File: config.mk
export PLATFORM = sky130hd
export DESIGN_NAME = ssd_blink_driver_flat
export DESIGN_NICKNAME = d
export VERILOG_FILES = /design/src/rtl/ssd_blink_driver_if.sv /design/src/rtl/ssd_blink_driver.sv /design/src/flat_wrapper.sv
export SDC_FILE = /design/constraint.sdc
export NUM_CORES = 1
export LEC_CHECK = 0
export CORE_ASPECT_RATIO = 0.7
export CORE_MARGIN = 4
export CORE_UTILIZATION = 30
export CTS_CLUSTER_SIZE = 10
export DETAILED_ROUTE_END_ITERATION = 16
export MAX_ROUTING_LAYER = met4
export PLACE_DENSITY = 0.52
export SKIP_CTS_REPAIR_TIMING = 1
export SLEW_MARGIN = 0
export SYNTH_ARGS = -nofsm -noshare
export SYNTH_HDL_FRONTEND = slang
export SYNTH_SLANG_ARGS = --single-unit
export TNS_END_PERCENT = 50
File: constraint.sdc
create_clock -name clk -period 5.9 [get_ports clk]
set_input_delay 1.18 -clock clk [delete_from_list [all_inputs] [get_ports clk]]
set_output_delay 1.18 -clock clk [all_outputs]
set_load 0.01 [all_outputs]
File: src/rtl/ssd_blink_driver_if.sv
// Display bus between the lock controller and the seven-segment driver:
// the packed display word in, active-low segments and anodes out.
interface ssd_blink_driver_if;
  logic [22:0] disps;
  logic [7:0]  seven_out;
  logic [3:0]  AN;

  modport master (output disps, input seven_out, input AN);
  modport slave  (input disps, output seven_out, output AN);
endinterface

File: src/rtl/ssd_blink_driver.sv
// Four-digit common-anode display scanner with 1 Hz single-digit blink.
// Optional anti-ghosting anode gap at the start of each slot: define BLANK_GAP_EN.
module ssd_blink_driver #(
  parameter int SCAN_DIV   = 100000,
  parameter int BLINK_DIV  = 50000000,
  parameter int GAP_CYCLES = 1000
) (
  input  logic               clk,
  input  logic               rst,
  ssd_blink_driver_if.slave  bus
);

  localparam int SCAN_W  = $clog2(SCAN_DIV);
  localparam int BLINK_W = $clog2(BLINK_DIV);
  localparam logic [SCAN_W-1:0]  SCAN_LAST  = SCAN_W'(SCAN_DIV - 1);
  localparam logic [BLINK_W-1:0] BLINK_LAST = BLINK_W'(BLINK_DIV - 1);
  localparam logic [SCAN_W-1:0]  GAP_END    = SCAN_W'(GAP_CYCLES);
`ifdef BLANK_GAP_EN
  localparam bit GAP_EN = 1'b1;
`else
  localparam bit GAP_EN = 1'b0;
`endif

  logic [22:0]        disps_q;
  logic [2:0]         code_prev_q;
  logic               run_q, run_d;
  logic [SCAN_W-1:0]  scan_cnt_q, scan_cnt_d;
  logic [1:0]         digit_q, digit_d;
  logic [BLINK_W-1:0] blink_cnt_q, blink_cnt_d;
  logic               hidden_q, hidden_d;
  logic [7:0]         seven_q, seven_d;
  logic [3:0]         an_q, an_d;

  logic [2:0] code;
  logic       code_changed;
  logic [4:0] char_sel;
  logic       blank_digit;
  logic       in_gap;

  function automatic logic [7:0] decode(input logic [4:0] c);
    logic [7:0] s;
    case (c)
      5'd0:  s = 8'h03;  5'd1:  s = 8'h9F;  5'd2:  s = 8'h25;  5'd3:  s = 8'h0D;
      5'd4:  s = 8'h99;  5'd5:  s = 8'h49;  5'd6:  s = 8'h41;  5'd7:  s = 8'h1F;
      5'd8:  s = 8'h01;  5'd9:  s = 8'h09;  5'd10: s = 8'h11;  5'd11: s = 8'hC1;
      5'd12: s = 8'h63;  5'd13: s = 8'h85;  5'd14: s = 8'h61;  5'd15: s = 8'h71;
      5'd16: s = 8'hFD;  5'd17: s = 8'hFF;  5'd18: s = 8'h03;  5'd19: s = 8'h31;
      5'd20: s = 8'h61;  5'd21: s = 8'hD5;  5'd22: s = 8'h63;  5'd23: s = 8'hE3;
      5'd24: s = 8'h49;  5'd25: s = 8'h85;  5'd26: s = 8'hC7;  5'd27: s = 8'hF5;
      5'd28: s = 8'hE1;  5'd29: s = 8'h89;
      default: s = 8'hFF;
    endcase
    return s;
  endfunction

  always_comb begin
    code         = disps_q[22:20];
    code_changed = (code != code_prev_q);
    run_d        = 1'b1;
    scan_cnt_d   = scan_cnt_q;
    digit_d      = digit_q;
    blink_cnt_d  = blink_cnt_q;
    hidden_d     = hidden_q;

    // run_q holds counters for one cycle after reset so the first slot is full length
    if (run_q) begin
      if (scan_cnt_q == SCAN_LAST) begin
        scan_cnt_d = '0;
        digit_d    = digit_q + 2'd1;
      end else begin
        scan_cnt_d = scan_cnt_q + SCAN_W'(1);
      end
    end

    if (code_changed) begin
      blink_cnt_d = '0;
      hidden_d    = 1'b0;
    end else if (run_q) begin
      if (blink_cnt_q == BLINK_LAST) begin
        blink_cnt_d = '0;
        hidden_d    = ~hidden_q;
      end else begin
        blink_cnt_d = blink_cnt_q + BLINK_W'(1);
      end
    end

    case (digit_q)
      2'd0:    char_sel = disps_q[19:15];
      2'd1:    char_sel = disps_q[14:10];
      2'd2:    char_sel = disps_q[9:5];
      default: char_sel = disps_q[4:0];
    endcase

    // A code change forces visibility in the same cycle it is seen
    blank_digit = hidden_q && !code_changed && code[2] && (code[1:0] == digit_q);
    in_gap      = GAP_EN && (scan_cnt_q < GAP_END);

    an_d    = 4'b1111;
    seven_d = 8'hFF;
    if (run_q && !in_gap) begin
      an_d    = ~(4'b1000 >> digit_q);
      seven_d = blank_digit ? 8'hFF : decode(char_sel);
    end
  end

  always_ff @(posedge clk) begin
    disps_q     <= bus.disps;
    code_prev_q <= disps_q[22:20];
  end

  always_ff @(posedge clk) begin
    if (rst) begin
      run_q       <= 1'b0;
      scan_cnt_q  <= '0;
      digit_q     <= 2'd0;
      blink_cnt_q <= '0;
      hidden_q    <= 1'b0;
      seven_q     <= 8'hFF;
      an_q        <= 4'b1111;
    end else begin
      run_q       <= run_d;
      scan_cnt_q  <= scan_cnt_d;
      digit_q     <= digit_d;
      blink_cnt_q <= blink_cnt_d;
      hidden_q    <= hidden_d;
      seven_q     <= seven_d;
      an_q        <= an_d;
    end
  end

  assign bus.seven_out = seven_q;
  assign bus.AN        = an_q;

endmodule

File: src/flat_wrapper.sv
// flat-port wrapper written by rule: the top's interface ports become plain ports
module ssd_blink_driver_flat 
#(
  parameter int SCAN_DIV   = 100000,
  parameter int BLINK_DIV  = 50000000,
  parameter int GAP_CYCLES = 1000
)
  (clk, rst, bus_disps, bus_seven_out, bus_AN);
  ssd_blink_driver_if bus_i ();
  input  logic clk;
  input  logic rst;
  input wire logic [$bits(bus_i.disps)-1:0] bus_disps;
  output wire logic [$bits(bus_i.seven_out)-1:0] bus_seven_out;
  output wire logic [$bits(bus_i.AN)-1:0] bus_AN;
  assign bus_i.disps = bus_disps;
  assign bus_seven_out = bus_i.seven_out;
  assign bus_AN = bus_i.AN;
  ssd_blink_driver #(.SCAN_DIV(SCAN_DIV), .BLINK_DIV(BLINK_DIV), .GAP_CYCLES(GAP_CYCLES)) u_core (.clk(clk), .rst(rst), .bus(bus_i));
endmodule
==> Implementation_results.wiki, run 1 <==
{| class="wikitable"
! Metric !! Value
|-
| Maxcap violations || 0
|-
| Row count || 33
|-
| Mapped Nets || around 430
|-
| Number of antenna violations at the first check in global routing || 0
|-
| DIE WIDTH || between 100 and 150 µm
|-
| Synthesized area per cell || 9.349 µm²
|-
| Fraction of final layout cells with drive strength greater than 1 || approximately 6.3%
|-
| Critical-path cell with the highest stage delay || a21oi_1
|-
| DP Wirelength || ~5.7 mm
|-
| Critical Path Start Type || flop
|-
| Worst Setup Slack post-DPL || a little over 3 ns
|-
| Final Skew || just under 0.006 ns
|-
| Final period utilization || approximately half
|-
| Measured slew at the worst slew-check pin || ~1.0 ns
|-
| Area occupied by multi-input gates || about 0.0018 mm²
|-
| CTS tree || built
|-
| Post-synthesis register bit count || 84
|-
| Total die area || roughly 0.014 mm²
|-
| Count of nets left with antenna violations after detail routing || 0
|-
| Final GP Congestion || 0.8986
|-
| Detailed Route WL || about 7.9 mm
|-
| Number of enable flip-flop cells after synthesis || 0
|-
| Most frequent cells in the layout || dfxtp_1, nor2_1, clkdlybuf4s50_1
|-
| Number of cells traversed by the worst hold path || 0
|-
| Min Tclk post-route || between 2 and 3 ns
|-
| Max Buffers Root-to-Sink || 2
|-
| Crit end category || flop
|-
| Critical Setup Path Class || reg -> reg
|-
| Slack of the critical path || 2.974 ns
|-
| First-pass GRT wire length || about 13 mm
|-
| Register area || 0.001682 mm²
|-
| Buffers added on ports || 35
|-
| Synth Warn # || 0
|-
| Async set or reset register ratio after synthesis || 0%
|-
| Count of pins over their slew limit || 0
|-
| Root buf cell || clkbuf_16
|-
| Share of the yosys chip area belonging to registers || a little under half
|-
| Leading cell type in the layout, fill and taps excluded || dfxtp_1
|-
| Hold Crit Start || u_core.disps_q[21]
|-
| Setup repair after global routing missed its margin || no
|-
| Critical Path Fanout Max || 9
|-
| Number of cell instances on the worst register-to-register path || 9
|-
| Leakage component of the power || between 0.0015 and 0.002 µW
|-
| Number of global-route vias before repair || roughly 2700
|-
| Number of iterations in the first detailed-routing pass || 4
|-
| FF-to-FF Start || u_core.digit_q[0]
|-
| Number of CTS-inserted buffers || 9
|-
| Count of fill cells added during filler insertion || 1203
|-
| Fin Hold WS || between 0.3 and 0.4 ns
|-
| Rel. slew slack || a little under a third
|-
| Area inside the core boundary || about 0.012 mm²
|-
| Average wire per standard cell || 13.55 µm
|-
| Insertion delay of the later-clocked pin in the worst-skew pair || ~0.33 ns
|-
| Final Hold Fails || 0
|-
| Worst vdd ir || between 0.1 and 0.15 mV
|-
| Number of levels in the clock H-tree || 3
|-
| Achievable clock frequency || between 0.3 and 0.4 GHz
|-
| Launching element of the worst setup path || u_core.digit_q[0]
|-
| Endpoint required time on the critical path || between 6 and 7 ns
|-
| Largest net degree at the start of global routing || 24
|-
| Global routing usage summed across all routing layers || 12.14%
|-
| Result of the run || finished clean
|-
| Endpoints failing setup || 0
|-
| Die extent in y || about 100 µm
|-
| Count of boundary I/O pins || 37
|-
| Number of different library cells in the post-synthesis netlist || 53
|-
| Power density cells || 287.3 mW/mm²
|-
| Area growth, synth to finish || 21.96%
|-
| Initial cell density of the core || between 30% and 40%
|-
| DRC errors left || 0
|-
| CTS sink count || 84
|-
| Cell Chain, Critical Path || ha_1, a222oi_1, a21oi_1, inv_1, ha_1, a211oi_1, a211oi_1, a311oi_1, a311o_1
|-
| Synth Flop Type || dfxtp_1
|-
| Post-synth design cell area || roughly 0.0036 mm²
|-
| Average via count per standard cell || between 4 and 5
|-
| Sum of negative setup slack || 0 ns
|-
| Remaining Overflow, GRT || 0
|-
| Max incr delay on CP || 0.60 ns
|-
| Nets || 463
|-
| Antenna Cells || 0
|-
| Via count || approximately 2800
|-
| Synth Instances || 390
|-
| Worst min path class || reg -> reg
|-
| Starting DRT DRC Count || about 140
|-
| WP data arrival || approximately 3.2 ns
|-
| Clk pin slew, worst setup/hold paths || 0.06 ns
|}
==> sequential cells by signal (all words and copies together) (netlist names) <==
| signal | flops |
|---|---|
| u_core.blink_cnt_q | 26 |
| u_core.disps_q | 23 |
| u_core.scan_cnt_q | 17 |
| u_core.bus.seven_out | 7 |
| u_core.bus.AN | 4 |
| u_core.code_prev_q | 3 |
| u_core.digit_q | 2 |
| u_core.hidden_q | 1 |
| u_core.run_q | 1 |
==> cells by family (layout without fill, tap and decap cells) <==
group	count (synthesis)	count (layout)	share of synthesized area [%]
buffers and inverters	29	67	3.809
AOI/OAI and AO/OA	43	43	8.442
adders and majority gates	14	14	4.804
other	1	1	0.1029
xor gates and xnor gates	48	48	11.53
DFF	84	84	46.12
and+or+nand+nor	159	159	21.72
muxes	12	12	3.466
==> synthesized netlist by cell type, types with 2 or more instances <==
cell type	number	area share, %
clkbuf_1	6	0.62
o31ai_1	2	0.41
a21oi_1	11	1.5
o21ai_0	5	0.69
and3_1	6	1.0
ha_1	14	4.8
and4_1	3	0.72
nor4_1	8	1.4
inv_1	15	1.5
xor2_1	16	3.8
xnor2_1	32	7.7
nor2_1	53	5.5
mux2i_1	7	1.9
mux2_2	5	1.5
a211oi_1	2	0.41
dfxtp_1	84	46
nand3b_1	2	0.41
a31oi_1	2	0.34
buf_1	2	0.21
nand4_1	14	2.4
a222oi_1	5	1.4
or3_1	2	0.34
o221ai_1	2	0.48
nor2b_1	4	0.69
nand3_1	16	2.2
a221oi_1	2	0.48
or2_2	3	0.51
nand2_1	32	3.3
a221o_1	2	0.55
buf_2	2	0.27
nor3_1	7	0.96
o211ai_1	3	0.62
==> final cells by class <==
| class | instances | share of cell area, % |
|---|---|---|
| well taps | 157 | 4.418 |
| inverters | 16 | 1.351 |
| clock inverters | 4 | 1.632 |
| repair buffers | 36 | 8.047 |
| flip-flops and latches | 84 | 37.82 |
| multi-input cells | 277 | 41.05 |
| clock buffers | 11 | 5.684 |
==> report_power, final <==
| group | leakage (µW) | internal, µW | switching [µW] | total [µW] |
|---|---|---|---|---|
| combinational | 0.000727 | 38.8 | 38.4 | 77.2 |
| clock | 0.000158 | 391 | 219 | 609 |
| sequential | 0.000689 | 582 | 9.14 | 591 |
| total | 0.00157 | 1010 | 266 | 1280 |
==> path summary, 6_finish.rpt <==
kind / end / slack (ns)
setup / recovery: u_core.bus.seven_out[4] / 2.97
hold / removal: u_core.code_prev_q[1] / 0.39
setup reg to reg: u_core.bus.seven_out[4] / 2.97
hold reg to reg: u_core.code_prev_q[1] / 0.39
==> worst max-delay path, delay by kind of cell (launching register included) <==
family,cells,cell delay (ns)
compound gates,6,1.43
flops,1,0.44
buf+inv,1,0.22
fa+ha+maj,2,0.72
==> layer usage <==
layer	vias to the layer above	global-route usage, %	routed length (µm)
met5	-	-	0
met4	0	4.840	156
met3	18	3.571	350
met2	61	15.70	3158
met1	1273	17.44	4259
li1	1422	-	-
==> stage by stage <==
step	std cells	utilization [%]	area (µm²)	total power, µW
global placement	570	34.90	4121	681.8
finish	585	37.66	4447	1278
global route	585	37.66	4447	1334
detailed placement	570	34.90	4121	680.6
CTS	585	37.66	4447	1295
floorplan	390	-	3646	647.0
Note: power is estimated with default switching activity, not from simulation.
==> run 2: changes to the inputs <==
- clock period: 5.9 -> 2.9 ns (I/O delays scaled with it)
==> Implementation_results.wiki, run 2 (synthesis gave the netlist of run 1 again) <==
{| class="wikitable"
! Metric !! Value
|-
| Number of CTS-inserted buffers || 9 (unchanged)
|-
| Power density cells || 544.2 mW/mm² (+89%)
|-
| Average via count per standard cell || 4.727 (-0.31%)
|-
| Root buf cell || clkbuf_16
|-
| FF-to-FF Start || u_core.digit_q[1]
|-
| Cell Chain, Critical Path || inv_1, ha_1, a222oi_1, mux2_2, inv_1, ha_1, mux2i_1, o21ai_0, a221o_1
|-
| Clk pin slew, worst setup/hold paths || 0.06 ns (about the same)
|-
| Starting DRT DRC Count || 176 (+22%)
|-
| Worst min path class || reg -> reg
|-
| Layout Cells excl Fill || 590 (+0.85%)
|-
| Global routing usage summed across all routing layers || 12.49% (+0.35 points)
|-
| Rel. slew slack || 27.16% (-2.9 points)
|-
| DP Wirelength || 5.780 mm (+1.0%)
|-
| Result of the run || finished clean
|-
| Critical-path cell with the highest stage delay || dfxtp_1
|-
| Crit end category || flop
|-
| CTS tree || built
|-
| Most frequent cells in the layout || dfxtp_1, nor2_1, clkdlybuf4s50_1
|-
| Fin Hold WS || 0.3912 ns (+0.002182 ns)
|-
| Critical Setup Path Class || reg -> reg
|-
| DRC errors left || 0 (unchanged)
|-
| Slack of the critical path || 0.2130 ns (-2.761 ns)
|-
| Setup repair after global routing missed its margin || yes
|-
| Buffers added on ports || 35 (unchanged)
|-
| Leading cell type in the layout, fill and taps excluded || dfxtp_1
|-
| Measured slew at the worst slew-check pin || 1.093 ns (+0.04320 ns)
|-
| Final period utilization || 92.65% (+43 points)
|-
| Worst Setup Slack post-DPL || -0.07051 ns (-3.111 ns)
|-
| Max Buffers Root-to-Sink || 2 (unchanged)
|-
| Critical Path Fanout Max || 12 (+3)
|-
| DIE WIDTH || 139.8 µm (unchanged)
|-
| Endpoints failing setup || 0 (unchanged)
|-
| Count of boundary I/O pins || 37 (unchanged)
|-
| Total die area || 0.01401 mm² (unchanged)
|-
| Fraction of final layout cells with drive strength greater than 1 || 7.390% (+1.1 points)
|-
| Via count || 2789 (+0.54%)
|-
| Largest net degree at the start of global routing || 24 (unchanged)
|-
| Endpoint required time on the critical path || 3.12 ns (-3.00 ns)
|-
| Final GP Congestion || 0.8720 (-3.0%)
|-
| Number of global-route vias before repair || 2726 (+1.6%)
|-
| First-pass GRT wire length || 13.78 mm (+3.6%)
|-
| Worst vdd ir || 0.2820 mV (+94%)
|-
| Largest registers || u_core.blink_cnt_q: 26 flops, u_core.disps_q: 23 flops, u_core.scan_cnt_q: 17 flops
|-
| Reg with most FFs || u_core.blink_cnt_q
|-
| Buffers and inverters on the worst path || 2 (+1)
|-
| Cell Count Post-Placement || 574 (+0.70%)
|-
| Max FFs per register || 26 (unchanged)
|-
| Insertion delay of the later-clocked pin in the worst-skew pair || 0.34 ns (about the same)
|-
| Final Hold Fails || 0 (unchanged)
|-
| Dominant delay contributor by cell family on the critical path || compound AO/OA/AOI/OAI gates
|-
| Final Skew || 0.006281 ns (+0.0004027 ns)
|-
| End-of-flow core utilization || 37.52% (-0.14 points)
|-
| Detailed Route WL || 8.129 mm (+2.6%)
|-
| Number of levels in the clock H-tree || 3 (unchanged)
|-
| CTS sink count || 84 (unchanged)
|-
| Row count || 33 (unchanged)
|-
| Hold Crit Start || u_core.disps_q[22]
|-
| Number of iterations in the first detailed-routing pass || 5 (+1)
|-
| Initial cell density of the core || 30.88% (unchanged)
|-
| Launching element of the worst setup path || u_core.digit_q[1]
|-
| Max incr delay on CP || 0.43 ns (-0.17 ns)
|-
| Average wire per standard cell || 13.78 µm (+1.7%)
|-
| Leakage component of the power || 0.001559 µW (-0.91%)
|-
| Antenna Cells || 0 (unchanged)
|-
| Number of antenna violations at the first check in global routing || 0 (unchanged)
|-
| Achievable clock frequency || 0.3722 GHz (+8.9%)
|-
| Remaining Overflow, GRT || 0 (unchanged)
|-
| Die extent in y || 100.2 µm (unchanged)
|-
| Count of nets left with antenna violations after detail routing || 0 (unchanged)
|-
| Maxcap violations || 0 (unchanged)
|-
| Area growth, synth to finish || 21.52%
|-
| Nets || 467 (+0.86%)
|-
| Min Tclk post-route || 2.687 ns (-0.2392 ns)
|-
| WP data arrival || 2.91 ns (-0.24 ns)
|-
| Count of pins over their slew limit || 0 (unchanged)
|-
| Critical Path Start Type || flop
|-
| Area inside the core boundary || 0.01181 mm² (unchanged)
|-
| Total power of the final layout || 2411 µW (+89%)
|}
-- run 2: changes by cell type in the layout (fill, tap and decap cells not counted), sizes merged --
cell | before | now
buf | 1 | 5
bufinv | 2 | 0
clkbuf | 11 | 12
clkinv | 1 | 2
clkinvlp | 1 | 2
-- run 2: final timing paths --
path                            depth (start not counted)                      end  slack (ns)
worst max-delay path                                    9  u_core.bus.seven_out[1]        0.21
worst max register to register                          9  u_core.bus.seven_out[1]        0.21
worst min-delay path                                    0    u_core.code_prev_q[2]        0.39
worst min register to register                          0    u_core.code_prev_q[2]        0.39
-- run 2: layout make-up --
class	count	area (µm²)
Clock buffer	12	246.5
Tap cell	157	196.4
Inverter	16	60.06
Fill cell	1189	7378
Sequential cell	84	1682
Clock inverter	4	25.02
Multi-Input combinational cell	277	1833
Timing Repair Buffer	40	387.9
-- run 2: metal layers --
layer,wire [µm],share of wire [%],global-route usage (%),up-vias
li1,-,-,-,1427
met2,3429,42,17.18,47
met4,74,0.91,3.797,0
met5,0,0,-,-
met3,345,4.2,3.714,6
met1,4281,53,17.57,1309
-- run 2: report_power, final --
group | internal, µW | switching, µW
combinational | 82.1 | 80.5
sequential | 1180 | 19.1
clock | 601 | 445
-- run 2: worst register-to-register path, delay by kind of cell (launching register included) --
kind,cells,cell delay (ns)
compound gates,3,0.79
fa+ha+maj,2,0.56
buf+inv,2,0.27
flops,1,0.43
mux,2,0.53
-- run 2: through the flow --
step	cell area, µm²	setup TNS (ns)
2_1_floorplan	3646	0
3_3_place_gp	4151	0
3_5_place_dp	4151	-0.07051
4_1_cts	4423	-0.08764
5_1_grt	4431	-0.05795
6_report	4431	0
==> run 3: changes to the inputs <==
- RECOVER_POWER: unset -> 50
- clock period: 2.9 -> 3.4 ns (I/O delays scaled with it)
==> Implementation_results.wiki, run 3 (synthesis gave the netlist of run 1 again) <==
{| class="wikitable"
! Metric !! Value
|-
| Max FFs per register || 26 (unchanged)
|-
| Fraction of power consumed by combinational cells || 6.2% (-0.5 points)
|-
| Largest net degree at the start of global routing || 24 (unchanged)
|-
| Achievable clock frequency || 0.3371 GHz (-9.4%)
|-
| Number of cell instances on the worst register-to-register path || 10 (+1)
|-
| Root buf cell || clkbuf_16
|-
| First-pass GRT wire length || 13.46 mm (-2.4%)
|-
| Initial cell density of the core || 30.88% (unchanged)
|-
| Number of antenna violations at the first check in global routing || 0 (unchanged)
|-
| Row count || 33 (unchanged)
|-
| Average via count per standard cell || 4.782 (+1.2%)
|-
| Hold Crit Start || u_core.disps_q[21]
|-
| Clock share of power || 45.8% (+2.5 points)
|-
| Endpoint required time on the critical path || 3.62 ns (+0.50 ns)
|-
| Rel. slew slack || 12.96% (-14 points)
|-
| Fraction of final layout cells with drive strength greater than 1 || 6.512% (-0.88 points)
|-
| Number of iterations in the first detailed-routing pass || 5 (unchanged)
|-
| Final Skew || 0.008142 ns (+0.001862 ns)
|-
| Final Hold Fails || 0 (unchanged)
|-
| FF-to-FF Start || u_core.digit_q[0]
|-
| Via count || 2807 (+0.65%)
|-
| Count of pins over their slew limit || 0 (unchanged)
|-
| DIE WIDTH || 139.8 µm (unchanged)
|-
| Measured slew at the worst slew-check pin || 1.269 ns (+0.1767 ns)
|-
| Worst min path class || reg -> reg
|-
| Number of global-route vias before repair || 2625 (-3.7%)
|-
| Insertion delay of the later-clocked pin in the worst-skew pair || 0.34 ns (about the same)
|-
| DP Wirelength || 5.719 mm (-1.0%)
|-
| Reg with most FFs || u_core.blink_cnt_q
|-
| Critical Path Start Type || flop
|-
| Number of cells traversed by the worst hold path || 0 (unchanged)
|-
| Leakage component of the power || 0.001544 µW (-1.0%)
|-
| Detailed Route WL || 7.968 mm (-2.0%)
|-
| Crit end category || flop
|-
| Most frequent cells in the layout || dfxtp_1, nor2_1, dlygate4sd3_1
|-
| Count of nets left with antenna violations after detail routing || 0 (unchanged)
|-
| Sum of negative setup slack || 0 ns (unchanged)
|-
| Max Buffers Root-to-Sink || 2 (unchanged)
|-
| CTS tree || built
|-
| Critical Path Fanout Max || 9 (-3)
|-
| Final GP Congestion || 0.8722 (about the same)
|-
| Clk pin slew, worst setup/hold paths || 0.07 ns (about the same)
|-
| Buffers added on ports || 35 (unchanged)
|-
| Area inside the core boundary || 0.01181 mm² (unchanged)
|-
| DRC errors left || 0 (unchanged)
|-
| Antenna Cells || 0 (unchanged)
|-
| Global routing usage summed across all routing layers || 12.36% (-0.13 points)
|-
| Slack of the worst reg-to-reg path || 0.43 ns (+0.22 ns)
|-
| Switching power total || 487.5 µW (-10%)
|-
| WP data arrival || 3.18 ns (+0.27 ns)
|-
| Leading cell type in the layout, fill and taps excluded || dfxtp_1
|-
| Worst vdd ir || 0.2667 mV (-5.4%)
|-
| Largest registers || u_core.blink_cnt_q: 26 flops, u_core.disps_q: 23 flops, u_core.scan_cnt_q: 17 flops
|-
| Die extent in y || 100.2 µm (unchanged)
|-
| Launching element of the worst setup path || u_core.digit_q[0]
|-
| Count of boundary I/O pins || 37 (unchanged)
|-
| Power density cells || 482.5 mW/mm² (-11%)
|-
| Remaining Overflow, GRT || 0 (unchanged)
|-
| Endpoints failing setup || 0 (unchanged)
|-
| CTS sink count || 84 (unchanged)
|-
| Min Tclk post-route || 2.967 ns (+0.2797 ns)
|-
| Result of the run || finished clean
|-
| End-of-flow core utilization || 37.39% (-0.13 points)
|-
| Worst min-delay path endpoint || u_core.code_prev_q[1]
|-
| Area growth, synth to finish || 21.10%
|-
| Sw frac || 22.88% (+0.32 points)
|-
| Total die area || 0.01401 mm² (unchanged)
|-
| Number of levels in the clock H-tree || 3 (unchanged)
|-
| Flop pwr share || 48.0% (-1.9 points)
|-
| Starting DRT DRC Count || 294 (+67%)
|-
| Critical Setup Path Class || reg -> reg
|-
| Maxcap violations || 0 (unchanged)
|-
| Cell-internal power || 1643 µW (-12%)
|-
| Number of CTS-inserted buffers || 9 (unchanged)
|-
| End of the worst register-to-register path || u_core.bus.seven_out[4]
|-
| Setup repair after global routing missed its margin || no
|-
| Nets || 464 (-0.64%)
|-
| Final period utilization || 87.26% (-5.4 points)
|-
| Average wire per standard cell || 13.57 µm (-1.5%)
|}
run 3: worst max path at each step:
stage	to	slack, ns	cells after the start
3_3_place_gp	u_core.bus.seven_out[4]	0.60	9
6_report	u_core.bus.seven_out[4]	0.43	10
4_1_cts	u_core.bus.seven_out[4]	0.46	10
5_1_grt	u_core.bus.seven_out[4]	0.22	10
3_5_place_dp	u_core.bus.seven_out[4]	0.49	10
2_1_floorplan	u_core.bus.seven_out[4]	0.89	9
run 3: stage by stage:
| step | std cells | total power [µW] | area (µm²) | worst slack [ns] | hold slack, ns |
|---|---|---|---|---|---|
| CTS | 587 | 2169 | 4431 | 0.4606 | 0.3923 |
| finish | 587 | 2130 | 4415 | 0.4333 | 0.3881 |
| global placement | 571 | 1185 | 4129 | 0.6023 | 0.3765 |
| floorplan | 390 | 1123 | 3646 | 0.8868 | 0.3646 |
| detailed placement | 571 | 1183 | 4129 | 0.4910 | 0.3813 |
| global route | 587 | 2218 | 4415 | 0.2210 | 0.4090 |
run 3: routing by layer:
layer  routed length [µm]  global-route usage, %
met1                 4148                  17.95
met2                 3171                  15.92
met3                  555                  4.143
met4                   94                  3.797
met5                    0                      -
run 3: layout make-up:
type	instances	area (µm²)
clock buffer	9	225.2
clock inverter	7	76.32
fill	1216	7393
inverter	16	60.06
multi-input combinational	277	1810
sequential	84	1682
tap	157	196.4
timing repair buffer	37	365.4
run 3: power by group through the flow:
stage	registers (µW)	logic [µW]	clock network [µW]
6_report	1020	131	975
5_1_grt	1030	144	1050
4_1_cts	1020	139	1010
3_5_place_dp	1050	137	0
3_3_place_gp	1050	138	0
2_1_floorplan	1040	79.1	0
run 3: critical path: stages, from the launching register on:
cell,delay [ns]
dfxtp_1,0.38
inv_1,0.11
ha_1,0.28
a222oi_1,0.14
a21oi_1,0.59
inv_1,0.23
ha_1,0.39
a211oi_1,0.06
a211oi_1,0.23
a311oi_1,0.08
a311o_1,0.35
==> variant 1: new RTL, config.mk and constraints of run 3 <==
`GAP_EN`: 1'b0 -> 1'b1.
--- a/src/rtl/ssd_blink_driver.sv
+++ b/src/rtl/ssd_blink_driver.sv
@@ -20,3 +20,3 @@
 `else
-  localparam bit GAP_EN = 1'b0;
+  localparam bit GAP_EN = 1'b1;
 `endif
Formal check against the unedited RTL: not equivalent (Yosys sat finds a counterexample within 4 cycles, from zero or initial values and one cycle with rst high).
==> variant 1 against run 3 <==
  * Final area is 1.3% higher
  * Highest routed layer unchanged
  * Core utilization is 0.22 points higher
  * Critical endpoint is now u_core.bus.seven_out[2]$_SDFF_PP1_
  * Power down 1.2%
  * Wire length fell by 2.6%
  * Worst setup slack gained 0.12 ns
  * Hold slack better by 0.0038 ns
  * Critical path depth stayed put
  * Global-route usage decreased by 0.72 points
  * Via count down 1.2%
  * Sequential cell count unchanged
  * Area after synthesis is 2.0% higher
==> variant 1: results (changes against run 3) <==
Run status:
- The run finished with clean final reports.

Global routing:
- The via count of the first global-routing pass came to 2562 (-2.4%).
- The global-route usage over all layers is 11.6% (-0.72 points).
- The first-pass GRT wire length is 12.9 mm (-4.4%).
- The largest net degree at the start of global routing came to 26 (+8.3%).

Worst setup path:
- The setup slack of the most critical reg-to-reg path is 0.55 ns (+0.12 ns).
- The largest driver fanout on the critical path is 10 (+1).
- The maximum single-stage delay on the critical path is 0.44 ns (-0.15 ns).
- The data arrival time of the critical path came to 3.04 ns (-0.14 ns).
- The endpoint of the most critical register-to-register path is u_core.bus.seven_out[2]$_SDFF_PP1_.
- Among all stages on the critical path, the largest delay is contributed by sky130_fd_sc_hd__a222oi_1.

Clocking:
- The master cell of the clock root buffer is sky130_fd_sc_hd__clkbuf_16.

Power:
- The maximum vdd ir drop is 0.000282 V (+5.6%).
- The total leakage power is 1.61 nW (+4.4%).

Timing:
- The clock tree skew after final layout is 0.00450 ns (-0.00364 ns).
- The relative slew slack is 23.2% (+10 points).

Final layout:
- The number of fill cells is 1214 (-0.16%).
- The final instance count without filler cells came to 586 (-0.17%).
- The share of post-route cells with drive strength above 1 came to 7.23% (+0.71 points).
- The number of nets in the layout is 463 (-0.22%).

Placement:
- The instance area after placement is 4170 um^2 (+1.0%).
- The number of placed instances with taps included is 570 (-0.18%).
- The placer congestion estimate came to 0.821 (-5.8%).
- The half-perimeter wire length of the detailed placement result is 5.48 mm (-4.2%).

Detailed routing:
- The wire length after detailed routing is 7.76 mm (-2.6%).
- The number of vias after detailed routing is 2774 (-1.2%).
- The first-iteration detailed-routing DRC count is 213 (-28%).
- The number of detailed-routing iterations run before antenna repair came to 4 (-1).

Synthesis:
- In the synthesized netlist, the cells that appear most often are sky130_fd_sc_hd__dfxtp_1, sky130_fd_sc_hd__nor2_1, sky130_fd_sc_hd__xor2_1, sky130_fd_sc_hd__nand3_1, sky130_fd_sc_hd__nand2_1.
- The mux contribution to synthesized area was 4.71% (+1.2 points).
- The sequential-to-total area share from yosys stat came to 45.2% (-0.88 points).
- The xor and xnor fraction of the mapped netlist area is 11.5% (+0.014 points).
- The adder-cell share of the synthesized area is 4.71% (-0.092 points).
- Yosys attributes the largest share of cell area to sky130_fd_sc_hd__dfxtp_1, sky130_fd_sc_hd__xor2_1, sky130_fd_sc_hd__nor2_1, sky130_fd_sc_hd__ha_1, sky130_fd_sc_hd__xnor2_1.
- The compound-gate portion of the synthesized area came to 7.74% (-0.70 points).
[variant 1: cell count changes after synthesis, moves of 4 or more]
cell | run 3 | this run
sky130_fd_sc_hd__a21oi_1 | 11 | 6
sky130_fd_sc_hd__and3_1 | 6 | 10
sky130_fd_sc_hd__nand2_1 | 32 | 21
sky130_fd_sc_hd__nand3_1 | 16 | 25
sky130_fd_sc_hd__nor2_1 | 53 | 62
sky130_fd_sc_hd__nor4_1 | 8 | 4
sky130_fd_sc_hd__xnor2_1 | 32 | 20
sky130_fd_sc_hd__xor2_1 | 16 | 29
[variant 1: worst min path at each step]
stage | start | endpoint | cells after the start
6_report | u_core.disps_q[22]$_DFF_P_ | u_core.code_prev_q[2]$_DFF_P_ | 0
5_1_grt | u_core.disps_q[22]$_DFF_P_ | u_core.code_prev_q[2]$_DFF_P_ | 0
4_1_cts | u_core.disps_q[22]$_DFF_P_ | u_core.code_prev_q[2]$_DFF_P_ | 0
3_5_place_dp | u_core.disps_q[22]$_DFF_P_ | u_core.code_prev_q[2]$_DFF_P_ | 0
3_3_place_gp | u_core.disps_q[22]$_DFF_P_ | u_core.code_prev_q[2]$_DFF_P_ | 0
2_1_floorplan | u_core.disps_q[22]$_DFF_P_ | u_core.code_prev_q[2]$_DFF_P_ | 0
[variant 1: cell families after synthesis]
kind of cell / Yosys count
AOI/OAI and AO/OA: 35
xor gates and xnor gates: 49
adders and majority gates: 14
buffers and inverters: 28
DFF: 84
muxes: 16
other: 1
and+or+nand+nor: 163
[variant 1: where the power goes]
part	switching, mW	internal [mW]	leakage, nW	total [mW]
sequential	0.0107	1.00	0.688	1.01
clock	0.386	0.590	0.142	0.976
combinational	0.0610	0.0535	0.782	0.115
[variant 1: area by class of cell]
cell class,instances,area (um^2),area share [%]
clock inverters,5,58.8,1.31
repair buffers,37,365,8.17
multi-input cells,278,1880,41.9
inverters,14,52.6,1.17
well taps,157,196,4.39
flip-flops and latches,84,1680,37.6
clock buffers,11,243,5.43
[variant 1: layer usage]
layer / GRT usage [%] / routed length [um]
met1: 16.5 / 4150
met5: - / 0
met3: 3.45 / 297
met2: 16.0 / 3230
met4: 3.35 / 87
[variant 1: metrics by stage]
stage / hold WS, ns / utilization, % / worst slack (ns)
6_report: 0.392 / 37.6 / 0.555
5_1_grt: 0.405 / 37.6 / 0.319
4_1_cts: 0.390 / 37.6 / 0.568
3_5_place_dp: 0.376 / 35.1 / 0.586
3_3_place_gp: 0.379 / 35.1 / 0.742
2_1_floorplan: 0.365 / - / 1.01
==> variant 2: new RTL, config.mk and constraints of run 3 <==
Made on the original files. Reset style: asynchronous (`rst`), changed in one clocked block.
--- a/src/rtl/ssd_blink_driver.sv
+++ b/src/rtl/ssd_blink_driver.sv
@@ -110,3 +110,3 @@
 
-  always_ff @(posedge clk) begin
+  always_ff @(posedge clk or posedge rst) begin
     if (rst) begin
Formal check against the unedited RTL: differs if rst is asserted again (counterexample within 4 cycles, from zero or initial values and one cycle with rst high); with rst held inactive, the same outputs for 10 cycles.
==> variant 2 against run 3 <==
  * First-iteration DRC count down 50%
  * Wire length rose by 14%
  * Combinational power increased by 79%
  * Via count up 6.8%
  * Final area grew 7.4%
  * Largest cell class is now sequential cells
  * Global-route usage is 0.70 points higher
  * Hold slack improved by 0.027 ns
  * Sequential power grew 11%
  * Worst setup slack improved by 0.056 ns
  * Sequential cell count unchanged
  * Power increased by 6.5%
  * Sequential share of layout area grew 3.8 points
  * Area after synthesis is 8.4% higher
==> variant 2: results (changes against run 3) <==
Detailed routing:
- The routed wirelength normalized by instance count came to 15.6 um (+15%).
- The post-detailed-route via-to-cell ratio is 5.12 (+7.1%).
- The number of detailed-routing iterations run before antenna repair is 4 (-1).
- The first-iteration detailed-routing DRC count is 148 (-50%).

Placement:
- The instance area after placement is 4480 um^2 (+8.5%).
- The number of placed instances with taps included was 569 (-0.35%).
- The worst slack after detailed placement was 0.566 ns (+0.0746 ns).
- The placer congestion estimate came to 0.860 (-1.4%).

Worst setup path:
- The data arrival time of the critical path is 3.16 ns (-0.02 ns).
- The maximum single-stage delay on the critical path came to 0.43 ns (-0.16 ns).
- On the critical path, the stage with the largest delay is an instance of sky130_fd_sc_hd__dfrtp_1.

Final layout:
- The share of post-route cells with drive strength above 1 is 9.69% (+3.2 points).
- The number of fill cells is 1254 (+3.1%).
- The number of nets in the layout came to 457 (-1.5%).

Power:
- The total leakage power came to 1.93 nW (+25%).
- The maximum vdd ir drop came to 0.000257 V (-3.8%).

Synthesis:
- The sequential-to-total area share from yosys stat is 50.2% (+4.1 points).
- The fraction of registers with async set or reset after synthesis is 69.0% (+69 points).
- The adder-cell share of the synthesized area is 4.43% (-0.37 points).
- The cell count after synthesis is 378 (-3.1%).
- In the post-synthesis netlist, the biggest area contributors are sky130_fd_sc_hd__dfrtp_1, sky130_fd_sc_hd__dfxtp_1, sky130_fd_sc_hd__dfstp_2, sky130_fd_sc_hd__xnor2_1, sky130_fd_sc_hd__ha_1.
- The share of the synthesized area in the top cell type is 29.7% (-16 points).
- In the synthesized netlist the dominant register cell turns out to be sky130_fd_sc_hd__dfrtp_1.
- The xor and xnor fraction of the mapped netlist area was 9.30% (-2.2 points).
- In the synthesized netlist, the cells that appear most often are sky130_fd_sc_hd__dfrtp_1, sky130_fd_sc_hd__nor2_1, sky130_fd_sc_hd__nand2_1, sky130_fd_sc_hd__dfxtp_1, sky130_fd_sc_hd__xnor2_1.

Run status:
- The run finished with clean final reports.

Timing:
- The relative slew slack was 24.8% (+12 points).

Global routing:
- The largest net degree at the start of global routing is 36 (+50%).
- The first-pass GRT wire length came to 15.7 mm (+17%).
- The via count of the first global-routing pass is 2998 (+14%).
- The global-route usage over all layers is 13.1% (+0.70 points).
## variant 2: path summary, 6_finish.rpt
| path | from | end | slack [ns] | depth (start not counted) |
|---|---|---|---|---|
| worst max-delay path | u_core.digit_q[0]$_DFFE_PP0P_ | u_core.bus.seven_out[4]$_DFF_PP1_ | 0.49 | 10 |
| max in group asynchronous | rst | u_core.hidden_q$_DFFE_PP0P_ | 1.03 | 3 |
| worst min-delay path | u_core.disps_q[22]$_DFF_P_ | u_core.code_prev_q[2]$_DFF_P_ | 0.41 | 0 |
| worst min register to register | u_core.disps_q[22]$_DFF_P_ | u_core.code_prev_q[2]$_DFF_P_ | 0.41 | 0 |
| worst max register to register | u_core.digit_q[0]$_DFFE_PP0P_ | u_core.bus.seven_out[4]$_DFF_PP1_ | 0.49 | 10 |
| min in group asynchronous | rst | u_core.blink_cnt_q[15]$_DFFE_PP0P_ | 0.99 | 2 |
## variant 2: layer usage
metal  wire [um]  global-route usage [%]  vias to the layer above  part of all wire [%]
li1            -                       -                     1437                     -
met1        4560                    19.1                     1457                    50
met2        3960                    17.6                       90                    43
met3         476                    3.44                       13                   5.2
met4         125                    3.73                        0                   1.4
met5           0                       -                        -                     0
## variant 2: area by class of cell
class,instances,area (um^2),area share (%)
clock inverter,6,47.5,1.00
tap,162,203,4.27
inverter,12,45.0,0.950
timing repair buffer,40,385,8.13
sequential,84,1990,41.9
clock buffer,10,229,4.83
multi-input combinational,271,1850,38.9
## variant 2: power by group through the flow
stage | Clock, mW | Sequential, mW | Combinational, mW
floorplan | 0 | 1.13 | 0.164
global placement | 0 | 1.15 | 0.240
detailed placement | 0 | 1.15 | 0.247
CTS | 0.943 | 1.13 | 0.246
global route | 0.984 | 1.14 | 0.268
finish | 0.906 | 1.13 | 0.234
